$ cat config.mk
export PLATFORM = sky130hd
export DESIGN_NAME = ppu_out_packer_flat
export DESIGN_NICKNAME = d
export VERILOG_FILES = /design/src/rtl/ppu_pkg.sv /design/src/rtl/ppu_out_packer_if.sv /design/src/rtl/ppu_word_fifo.sv /design/src/rtl/ppu_out_packer.sv /design/src/flat_wrapper.sv
export SDC_FILE = /design/constraint.sdc
export NUM_CORES = 1
export LEC_CHECK = 0
export BUFFER_PORTS_ARGS = -buffer_cell sky130_fd_sc_hd__buf_2
export CAP_MARGIN = 10
export CORE_ASPECT_RATIO = 1.25
export CORE_MARGIN = 4
export CORE_UTILIZATION = 45
export DETAILED_ROUTE_END_ITERATION = 8
export GPL_TIMING_DRIVEN = 0
export PLACE_DENSITY = 0.65
export SETUP_SLACK_MARGIN = 0.05
export SKIP_CTS_REPAIR_TIMING = 1
export SYNTH_ARGS = -nofsm -noshare
export SYNTH_HDL_FRONTEND = slang
export SYNTH_SLANG_ARGS = --single-unit
$ cat constraint.sdc
create_clock -name clk -period 7.1 [get_ports clk]
set_input_delay 1.065 -clock clk [delete_from_list [all_inputs] [get_ports clk]]
set_output_delay 1.065 -clock clk [all_outputs]
set_load 0.03 [all_outputs]
$ cat src/rtl/ppu_pkg.sv
// Shared types and constants for the PPU output packer.
// Word layout is {data, strb, last}, little-endian byte lanes.
package ppu_pkg;

  localparam int PACK_BYTES_DFLT = 4;
  localparam logic [7:0] ZERO_POINT = 8'd128;

  typedef struct packed {
    logic [8*PACK_BYTES_DFLT-1:0] data;
    logic [PACK_BYTES_DFLT-1:0]   strb;
    logic                         last;
  } ppu_word_t;

  function automatic logic [7:0] relu_q(
    input logic [7:0] b
  );
    return (b < ZERO_POINT) ? ZERO_POINT : b;
  endfunction

endpackage

$ cat src/rtl/ppu_out_packer_if.sv
// Byte-in / word-out stream bundle of the PPU output packer.
// slave = packer side, master = PPU/GLB side.
interface ppu_out_packer_if #(
  parameter int PB = 4
) ();

  logic          in_valid;
  logic          in_ready;
  logic [7:0]    in_data;
  logic          in_last;
  logic          out_valid;
  logic          out_ready;
  logic [8*PB-1:0] out_data;
  logic [PB-1:0] out_strb;
  logic          out_last;
  logic [15:0]   words_out;

  modport slave (
    input  in_valid, in_data, in_last,
    input  out_ready,
    output in_ready,
    output out_valid, out_data,
    output out_strb, out_last,
    output words_out
  );

  modport master (
    output in_valid, in_data, in_last,
    output out_ready,
    input  in_ready,
    input  out_valid, out_data,
    input  out_strb, out_last,
    input  words_out
  );

endinterface

$ cat src/rtl/ppu_word_fifo.sv
// Circular-buffer FIFO of packed output words.
// Pointers carry one extra wrap bit to tell full from empty.
module ppu_word_fifo
  import ppu_pkg::*;
#(
  parameter int W     = $bits(ppu_word_t),
  parameter int DEPTH = 2
) (
  input  logic         clk,
  input  logic         rst,
  input  logic         push_i,
  input  logic [W-1:0] wdata_i,
  input  logic         pop_i,
  output logic         full_o,
  output logic         empty_o,
  output logic [W-1:0] head_o
);

  localparam int AW = (DEPTH > 1) ? $clog2(DEPTH) : 1;

  logic [W-1:0] mem_q [DEPTH];
  logic [AW:0]  wptr_q, wptr_d;
  logic [AW:0]  rptr_q, rptr_d;
  logic         do_push, do_pop;

  assign empty_o = (wptr_q == rptr_q);
  assign full_o  = (wptr_q[AW] != rptr_q[AW]) &&
                   (wptr_q[AW-1:0] == rptr_q[AW-1:0]);
  assign head_o  = mem_q[rptr_q[AW-1:0]];

  assign do_push = push_i && !full_o;
  assign do_pop  = pop_i && !empty_o;

  // Pointer advance on accepted push/pop.
  always_comb begin
    wptr_d = wptr_q;
    rptr_d = rptr_q;
    if (do_push) wptr_d = wptr_q + 1'b1;
    if (do_pop)  rptr_d = rptr_q + 1'b1;
  end

  // Storage and pointer registers.
  always_ff @(posedge clk) begin
    if (rst) begin
      wptr_q <= '0;
      rptr_q <= '0;
      for (int i = 0; i < DEPTH; i++) mem_q[i] <= '0;
    end else begin
      wptr_q <= wptr_d;
      rptr_q <= rptr_d;
      if (do_push) mem_q[wptr_q[AW-1:0]] <= wdata_i;
    end
  end

endmodule

$ cat src/rtl/ppu_out_packer.sv
// Packs quantised bytes little-endian into words for the GLB.
// Optional build macro PPU_RELU_EN clamps bytes below zero point.
module ppu_out_packer
  import ppu_pkg::*;
#(
  parameter int PACK_BYTES = PACK_BYTES_DFLT,
  parameter int FIFO_DEPTH = 2
) (
  input  logic clk,
  input  logic rst,
  ppu_out_packer_if.slave bus
);

  localparam int DW = 8 * PACK_BYTES;
  localparam int W  = DW + PACK_BYTES + 1;
  localparam int IW = (PACK_BYTES > 1) ? $clog2(PACK_BYTES) : 1;

  logic [DW-1:0]         asm_data_q, asm_data_d;
  logic [PACK_BYTES-1:0] asm_strb_q, asm_strb_d;
  logic [IW-1:0]         idx_q, idx_d;
  logic [15:0]           words_q, words_d;

  logic [7:0]            byte_v;
  logic                  acc, done, pop;
  logic [DW-1:0]         data_ins;
  logic [PACK_BYTES-1:0] strb_ins;
  logic                  full, empty;
  logic [W-1:0]          head;

`ifdef PPU_RELU_EN
  assign byte_v = relu_q(bus.in_data);
`else
  assign byte_v = bus.in_data;
`endif

  assign bus.in_ready  = !rst && !full;
  assign bus.out_valid = !rst && !empty;

  assign acc = bus.in_valid && bus.in_ready;
  assign pop = bus.out_valid && bus.out_ready;

  assign data_ins = asm_data_q |
    (DW'(byte_v) << (8 * idx_q));
  assign strb_ins = asm_strb_q |
    (PACK_BYTES'(1) << idx_q);

  assign done = acc &&
    ((idx_q == IW'(PACK_BYTES - 1)) || bus.in_last);

  // Assembly register: insert lane, clear on word completion.
  always_comb begin
    asm_data_d = asm_data_q;
    asm_strb_d = asm_strb_q;
    idx_d      = idx_q;
    words_d    = words_q + {15'd0, pop};
    if (done) begin
      asm_data_d = '0;
      asm_strb_d = '0;
      idx_d      = '0;
    end else if (acc) begin
      asm_data_d = data_ins;
      asm_strb_d = strb_ins;
      idx_d      = idx_q + 1'b1;
    end
  end

  // State registers of the packer.
  always_ff @(posedge clk) begin
    if (rst) begin
      asm_data_q <= '0;
      asm_strb_q <= '0;
      idx_q      <= '0;
      words_q    <= '0;
    end else begin
      asm_data_q <= asm_data_d;
      asm_strb_q <= asm_strb_d;
      idx_q      <= idx_d;
      words_q    <= words_d;
    end
  end

  ppu_word_fifo #(
    .W     (W),
    .DEPTH (FIFO_DEPTH)
  ) u_fifo (
    .clk     (clk),
    .rst     (rst),
    .push_i  (done),
    .wdata_i ({data_ins, strb_ins, bus.in_last}),
    .pop_i   (pop),
    .full_o  (full),
    .empty_o (empty),
    .head_o  (head)
  );

  // Empty slots may hold stale words; show zeros instead.
  assign bus.out_data  = bus.out_valid ? head[W-1 -: DW] : '0;
  assign bus.out_strb  = bus.out_valid ?
    head[PACK_BYTES:1] : '0;
  assign bus.out_last  = bus.out_valid && head[0];
  assign bus.words_out = words_q;

endmodule

$ cat src/flat_wrapper.sv
// flat-port wrapper written by rule: the top's interface ports become plain ports
module ppu_out_packer_flat import ppu_pkg::*;
#(
  parameter int PACK_BYTES = PACK_BYTES_DFLT,
  parameter int FIFO_DEPTH = 2
)
  (clk, rst, bus_in_valid, bus_in_data, bus_in_last, bus_out_ready, bus_in_ready, bus_out_valid, bus_out_data, bus_out_strb, bus_out_last, bus_words_out);
  ppu_out_packer_if #(.PB(4)) bus_i ();
  input  logic clk;
  input  logic rst;
  input wire logic [$bits(bus_i.in_valid)-1:0] bus_in_valid;
  input wire logic [$bits(bus_i.in_data)-1:0] bus_in_data;
  input wire logic [$bits(bus_i.in_last)-1:0] bus_in_last;
  input wire logic [$bits(bus_i.out_ready)-1:0] bus_out_ready;
  output wire logic [$bits(bus_i.in_ready)-1:0] bus_in_ready;
  output wire logic [$bits(bus_i.out_valid)-1:0] bus_out_valid;
  output wire logic [$bits(bus_i.out_data)-1:0] bus_out_data;
  output wire logic [$bits(bus_i.out_strb)-1:0] bus_out_strb;
  output wire logic [$bits(bus_i.out_last)-1:0] bus_out_last;
  output wire logic [$bits(bus_i.words_out)-1:0] bus_words_out;
  assign bus_i.in_valid = bus_in_valid;
  assign bus_i.in_data = bus_in_data;
  assign bus_i.in_last = bus_in_last;
  assign bus_i.out_ready = bus_out_ready;
  assign bus_in_ready = bus_i.in_ready;
  assign bus_out_valid = bus_i.out_valid;
  assign bus_out_data = bus_i.out_data;
  assign bus_out_strb = bus_i.out_strb;
  assign bus_out_last = bus_i.out_last;
  assign bus_words_out = bus_i.words_out;
  ppu_out_packer #(.PACK_BYTES(PACK_BYTES), .FIFO_DEPTH(FIFO_DEPTH)) u_core (.clk(clk), .rst(rst), .bus(bus_i));
endmodule
### After elaboration in Yosys (flattened, before gate mapping)

Memory sizes are Yosys's and may differ from the RTL's. A register that Yosys moved wholly into a read port is not among the register bits.
Cells that the tools add are included.

* memories kept: 1
* bits of input ports: 13
* register bits after elaboration: 58
* word-level logic and storage cells: 46
* output and inout bits: 55
* bits in writable memories: 74

* add/subtract/negate cells: 4
* bitwise logic cells: 2
* equality and inequality tests: 4
* shifts and indexed selects: 2
* multiplexer cells: 12
* reduce and logical (&&, ||, !) cells: 15

Memories
* u_core.u_fifo.mem_q: words 2, bits a word 37, read ports 1, clocked after Yosys merged registers in 1, wr ports 2, RTL line ppu_word_fifo.sv:21 `logic [W-1:0] mem_q [DEPTH];`

Operators with widths (count)
* $mux 37: 1
* $reduce_or 37->1: 1
* $mux 32: 1
* $or 32x32->32: 1
* $shl 8x5->32: 1
* $add 16x1->16: 1
* $logic_and 1x1->1: 9
* $mux 1: 9
* $add 2x1->2 const B: 3
* $mux 4: 1
* $or 4x4->4: 1
* $shl 1x2->4 const A: 1
* $logic_not 1->1: 3
* $eq 2x2->1: 1
* $eq 2x2->1 const B: 1
* $reduce_or 2->1: 1
* $eq 1x1->1: 1
* $logic_or 1x1->1: 1
* $ne 1x1->1: 1

### Logic depth before layout (Yosys ltp)

Gate-level depths: netlist (run 1).

* word-level depth: 12
* depth in mapped cells: 11
* depth with buffers taken out: 8

### By module

From an unflattened synthesis (run 1), not the netlist that was laid out.

* cell total of the unflattened synthesis: 584
* area total of the unflattened synthesis: 6170.9 um2

Modules (own cells, without submodules)
* ppu_word_fifo: times used 1, area an instance 3528.4 um2, cells each 270, seq. area each 2322.2 um2
* ppu_out_packer: times used 1, area an instance 2642.5 um2, cells each 314, seq. area each 1081.0 um2

### Least setup slack after synthesis (run 1)

No wires, ideal clock.

* path kind: in2out
* from: input rst
* to: output bus_in_ready
* data required time: 6035 ps
* cell stages on the path: 5
* data arrival time: 2220 ps
* buffers on the path: 4
* path slack: 3815 ps
* cells stage by stage: buf_2 -> buf_2 -> buf_2 -> buf_2 -> a21oi_1

* word-level cells in the longest chain between the ends: 2

RTL lines
* start: declaration: RTL line flat_wrapper.sv:10 `input logic rst;`
* $logic_not 1->1: RTL line ppu_out_packer.sv:36 `assign bus.in_ready = !rst && !full;`
* $logic_and 1x1->1: RTL line ppu_out_packer.sv:36
* end: declaration: RTL line flat_wrapper.sv:15 `output wire logic [$bits(bus_i.in_ready)-1:0] bus_in_ready;`

No other way between the ends.

### Worst setup path in the final report (run 1)

* from: input rst
* to: output bus_out_data[27]

* word-level cells in the longest chain between the ends: 3

RTL lines
* $logic_not 1->1: RTL line ppu_out_packer.sv:37 `assign bus.out_valid = !rst && !empty;`
* $logic_and 1x1->1: RTL line ppu_out_packer.sv:37
* $mux 32: RTL line ppu_out_packer.sv:97 `assign bus.out_data = bus.out_valid ? head[W-1 -: DW] : '0;`
* end: declaration: RTL line flat_wrapper.sv:17 `output wire logic [$bits(bus_i.out_data)-1:0] bus_out_data;`

No other way between the ends.

==> impl_metrics.env, run 1 <==
export IMPL_syn_area_per_cell_sq_um=10.7
export IMPL_synth_nets=610
export IMPL_hold_class="flip-flop to flip-flop"
export IMPL_dieArea_sq_mm=0.0160
export IMPL_syn2layout_area_growth_pct=16.8
export IMPL_grt_usage=0.193
export IMPL_gp_congestion=0.830
export IMPL_wire_per_inst_microns=17.4
export IMPL_worst_path_buf_inv=5
export IMPL_irDropWorstVdd_v=0.000150
export IMPL_yosysUniqueCellTypes=40
export IMPL_path_clk_slew_ns=0.05
export IMPL_crit_chain="buf_2 > inv_1 > o21ai_1 > buf_2 > buf_6 > nor2_1 > buf_2"
export IMPL_critPathMaxFanout=10
export IMPL_synth_most_common_cell="nor2_1"
export IMPL_worst_pin_slew_ns=0.965
export IMPL_antenna_cells=0
export IMPL_top_layer_used="met4"
export IMPL_rsz0062_at_grt="false"
export IMPL_finalClockSkew_ns=0.0194
export IMPL_first_pass_iters=5
export IMPL_grt_pass1_wl_microns=24100
export IMPL_post_place_cells=832
export IMPL_ys_warnings_count=0
export IMPL_synth_top_area_frac=0.351
export IMPL_relSlewSlack=0.354
export IMPL_nFillCells=1253
export IMPL_synth_area_top_cells="edfxtp_1, dfxtp_1, nor2_1"
export IMPL_antenna_found_initial=0
export IMPL_pre_cts_ws_ns=3.40
export IMPL_hpwl_microns=10400
export IMPL_fin_nets=695
export IMPL_p_leak_nw=2.63
export IMPL_initial_utilization=0.458
export IMPL_cp_top_family="buffers and inverters"
export IMPL_drc=0
export IMPL_die_h_microns=141
export IMPL_cpPeakStageDelay_ns=0.36
export IMPL_synth_common_cells="nor2_1, edfxtp_1, dfxtp_1"
export IMPL_wl_met2_microns=7900
export IMPL_place_area_sq_mm=0.00688
export IMPL_period_share=0.501
export IMPL_cts_buffers=17
export IMPL_finalHoldViolCount=0
export IMPL_cts_root_buffer="clkbuf_16"
export IMPL_fin_ws_ns=3.54
export IMPL_fin_tns_setup_ns=0
export IMPL_synth_main_ff_cell="edfxtp_1"
export IMPL_required_ns=6.03
export IMPL_synth_seq_cells=133
export IMPL_port_buffers=66
export IMPL_arrival_ns=2.50
export IMPL_clock_latency_ns=0.42
export IMPL_drive_gt1_frac=0.246
export IMPL_cts_sinks=133
export IMPL_dieWidth_microns=114
export IMPL_design_area_sq_mm=0.00739
export IMPL_fin_cells=863
export IMPL_worstSetupPathType="primary input to output pin"
export IMPL_drv_cap=0
export IMPL_synthArstFlopShare=0
export IMPL_setup_viol=0
export IMPL_maxSlewViolCount=0
export IMPL_ios=68
export IMPL_synthCells=591
export IMPL_status="complete, no violations"
export IMPL_slowest_stage="buf_2"
export IMPL_grt_pass1_vias=4829
export IMPL_num_vias=4759
export IMPL_clk_path_buf_depth=2
export IMPL_fin_util=0.535
export IMPL_core_sq_mm=0.0138
export IMPL_fmax_mhz=281
export IMPL_grt_max_degree=38
export IMPL_fin_crit_ns=3.56
export IMPL_grt_ovfl_total=0
export IMPL_route_met3_wl_microns=724
export IMPL_h_tree_depth=4
export IMPL_power_density_mw_per_mm2=255
export IMPL_wl_microns=15000
export IMPL_end_kind="output pin"
export IMPL_rows=48
export IMPL_cts_tree="built"
export IMPL_synth_edff_count=74
export IMPL_synth_seq_area_share=0.538
export IMPL_yosys_area_top_type="edfxtp_1"
export IMPL_vias_per_cell=5.51
export IMPL_drt_iter0_markers=272
export IMPL_synth_area_sq_mm=0.00632
export IMPL_crit_top_cell="buf_2"
export IMPL_rrSetupSlack_ns=3.98
export IMPL_postRouteAntennaNets=0
export IMPL_wl_met1_microns=5930
export IMPL_crit_path_start_kind="primary input"
area by class of cell:
cell class                      instances  area (sq um)  area share
Buffer                                 48           290      0.0393
Timing Repair Buffer                   66           330      0.0447
Inverter                               44           165      0.0224
Sequential cell                       133          3400       0.461
Clock buffer                           23           448      0.0606
Clock inverter                          8          62.6     0.00847
Multi-Input combinational cell        366          2470       0.334
Tap cell                              175           219      0.0296
worst reg2reg max path, delay by kind of cell (launching register included):
family          cells  cell delay [ns]
simple gates        3             0.93
buf+inv             3             0.63
flops               1             0.32
mux                 1             0.37
compound gates      1             0.24
xor+xnor            1             0.32
fa+ha+maj           1             0.20
kinds of logic after synthesis:
kind of cell               synth area share
xor gates and xnor gates             0.0150
adders and majority gates            0.0119
buffers and inverters                0.0720
muxes                                0.0724
DFF                                   0.538
AOI/OAI and AO/OA                     0.167
and+or+nand+nor                       0.124
layer usage:
metal	global-route usage	vias to the layer above
met5	0	-
met4	0.0876	0
met3	0.0402	37
met2	0.337	150
met1	0.225	2284
li1	-	2288
worst paths after layout:
path | startpoint | to | cells past startpoint
max | rst | bus_out_data[27] | 7
min | u_core.asm_data_q[6]$_SDFFE_PP0P_ | u_core.asm_data_q[6]$_SDFFE_PP0P_ | 2
max reg2reg | u_core.u_fifo.wptr_q[0]$_SDFFE_PP0P_ | u_core.bus.words_out[15]$_SDFF_PP0_ | 10
min reg2reg | u_core.asm_data_q[6]$_SDFFE_PP0P_ | u_core.asm_data_q[6]$_SDFFE_PP0P_ | 2
cell usage in the layout, fill, tap and decap left out, types with 9 or more instances in the layout:
master / count
a211oi_2: 28
edfxtp_1: 74
nor2_1: 127
o2111ai_1: 33
buf_2: 91
a21oi_1: 41
clkbuf_1: 17
clkbuf_16: 17
buf_6: 9
inv_1: 44
nor2b_1: 10
dfxtp_1: 59
and2_1: 9
mux2i_1: 39
registers in the layout, summed over array words and instances (netlist names), named ones only:
signal and cells:
u_core.u_fifo.mem_q 74, u_core.asm_data_q 32, u_core.bus.words_out 16, u_core.asm_strb_q 4, u_core.idx_q 2, u_core.u_fifo.rptr_q 2
u_core.u_fifo.wptr_q 2
metrics by stage:
step	hold slack [ns]	total power, mW
after detailed placement	0.444	1.14
after global routing	0.473	1.96
after floorplan	0.434	1.06
after global placement	0.448	1.13
final	0.456	1.89
after CTS	0.455	1.90
power breakdown:
group          internal [mW]  total [mW]  switching (mW)
clock                  0.472       0.769           0.297
sequential             0.846       0.859          0.0132
combinational         0.0773       0.259           0.182
Power figures use the tool's default switching activity.
==> run 2, diff against run 1 <==
PLACE_DENSITY = 0.67   (was 0.65)
clock period = 3 ns   (was 7.1 ns; I/O delays follow)
==> run 2 against run 1 <==
Sequential cell count did not move. Hold slack got worse by 0.066 ns. Non-clock buffer count rose by 2. Critical path depth rose by 2. Sequential share of layout area fell by 0.64 points. Combinational power rose by 140%. Count of clock-buffer cells in the layout fell by 5. First-iteration DRC count rose by 7.4%. Critical endpoint is now u_core.bus.words_out[15]$_SDFF_PP0_.
==> impl_metrics.env, run 2 (synthesis results as in run 1) <==
export IMPL_critPathMaxFanout=10
export IMPL_status="complete, no violations"
export IMPL_maxSlewViolCount=0
export IMPL_arrival_ns=3.04
export IMPL_final_common_cell="nor2_1"
export IMPL_antenna_found_initial=0
export IMPL_swShare=0.268
export IMPL_finalHoldViolCount=0
export IMPL_nFillCells=1210
export IMPL_grt_pass1_wl_microns=24900
export IMPL_clk_path_buf_depth=2
export IMPL_grt_pass1_vias=4818
export IMPL_core_sq_mm=0.0138
export IMPL_cts_root_buffer="clkbuf_16"
export IMPL_end_kind="flip-flop"
export IMPL_cts_buffers=17
export IMPL_worstSetupPathType="flip-flop to flip-flop"
export IMPL_port_buffers=66
export IMPL_p_int_mw=3.41
export IMPL_met3_usage=0.0419
export IMPL_wl_microns=15200
export IMPL_register_area_sq_mm=0.00341
export IMPL_fin_nets=697
export IMPL_hpwl_microns=10600
export IMPL_hold_class="primary input to flip-flop"
export IMPL_required_ns=3.30
export IMPL_antenna_cells=0
export IMPL_clock_latency_ns=0.41
export IMPL_fin_cells=866
export IMPL_h_tree_depth=4
export IMPL_drc=0
export IMPL_largest_register_ffs=74
export IMPL_grt_max_degree=38
export IMPL_crit_path_start_kind="flip-flop"
export IMPL_grt_ovfl_total=0
export IMPL_final_cell_mix="nor2_1, buf_2, edfxtp_1"
export IMPL_post_place_cells=832
export IMPL_dieWidth_microns=114
export IMPL_use_met2=0.326
export IMPL_grt_busiest_layer="met2"
export IMPL_crit_start="u_core.u_fifo.wptr_q[1]$_SDFFE_PP0P_"
export IMPL_worst_pin_slew_ns=0.931
export IMPL_first_pass_iters=5
export IMPL_relSlewSlack=0.377
export IMPL_initial_utilization=0.458
export IMPL_seq_power_share=0.437
export IMPL_path_clk_slew_ns=0.06
export IMPL_vias_per_cell=5.55
export IMPL_period_share=0.911
export IMPL_pre_cts_ws_ns=0.0368
export IMPL_cts_tree="built"
export IMPL_drive_gt1_frac=0.268
export IMPL_syn2layout_area_growth_pct=18.6
export IMPL_gp_congestion=0.890
export IMPL_fin_tns_setup_ns=0
export IMPL_power_frac_clock=0.428
export IMPL_cts_sinks=133
export IMPL_fin_util=0.543
export IMPL_die_h_microns=141
export IMPL_grt_usage=0.198
export IMPL_num_vias=4808
export IMPL_wire_per_inst_microns=17.6
export IMPL_dieArea_sq_mm=0.0160
export IMPL_r2r_start="u_core.u_fifo.wptr_q[1]$_SDFFE_PP0P_"
export IMPL_drv_cap=0
export IMPL_setup_viol=0
export IMPL_fin_crit_ns=2.73
export IMPL_postRouteAntennaNets=0
export IMPL_p_leak_nw=2.67
export IMPL_rsz0062_at_grt="false"
export IMPL_ios=68
export IMPL_finalClockSkew_ns=0.00589
export IMPL_drt_iter0_markers=292
export IMPL_switchingPower_mw=1.25
export IMPL_fmax_mhz=366
export IMPL_multiInputGateArea_sq_mm=0.00251
export IMPL_irDropWorstVdd_v=0.000354
export IMPL_p_comb_frac=0.135
export IMPL_rows=48
export IMPL_regMostFlops="u_core.u_fifo.mem_q"
export IMPL_holdCritStartpoint="bus_out_ready"
export IMPL_grtUsageMet1=0.241
export IMPL_power_density_mw_per_mm2=620
export IMPL_fin_ws_ns=0.266
==> run 2: path summary, 6_finish.rpt <==
path	endpoint	slack, ns	cells after the start
max	u_core.bus.words_out[15]$_SDFF_PP0_	0.27	9
min	u_core.u_fifo.rptr_q[1]$_SDFFE_PP0P_	0.39	3
min reg2reg	u_core.asm_data_q[0]$_SDFFE_PP0P_	0.46	2
max reg2reg	u_core.bus.words_out[15]$_SDFF_PP0_	0.27	9
==> run 2: worst max-delay path: stages, from the launching register on <==
cell and delay, ns:
dfxtp_2 0.41, xor2_4 0.24, o21ai_1 0.19, buf_2 0.24, buf_6 0.17, nor2_1 0.10, ha_1 0.18, nand3_1 0.29
nor4_1 0.41, mux2_2 0.38
==> run 2: per-stage QoR <==
step / hold WS [ns] / area (sq um) / total power, mW
2_1_floorplan: 0.434 / 6320 / 2.51
3_3_place_gp: 0.445 / 6870 / 2.67
3_5_place_dp: 0.447 / 6880 / 2.69
4_1_cts: 0.380 / 7440 / 4.66
5_1_grt: 0.394 / 7500 / 4.82
6_report: 0.390 / 7500 / 4.65
==> run 2: power by group through the flow <==
| stage | registers (mW) | logic [mW] | clock network, mW |
|---|---|---|---|
| floorplan | 2.06 | 0.441 | 0 |
| global placement | 2.07 | 0.603 | 0 |
| detailed placement | 2.07 | 0.615 | 0 |
| CTS | 2.04 | 0.618 | 2.00 |
| global route | 2.04 | 0.679 | 2.10 |
| finish | 2.04 | 0.626 | 1.99 |
==> run 2: per-layer routing <==
| layer | part of all wire | wire [microns] |
|---|---|---|
| met4 | 0.040 | 609 |
| met3 | 0.055 | 841 |
| met1 | 0.42 | 6320 |
| met2 | 0.49 | 7450 |
| met5 | 0 | 0 |
==> run 2: area by class of cell <==
type,instances,share of cell area
clock inverters,14,0.0182
inverters,44,0.0220
plain buffers,48,0.0387
clock buffers,18,0.0572
repair buffers,68,0.0460
well taps,175,0.0292
multi-input cells,366,0.335
flip-flops and latches,133,0.454
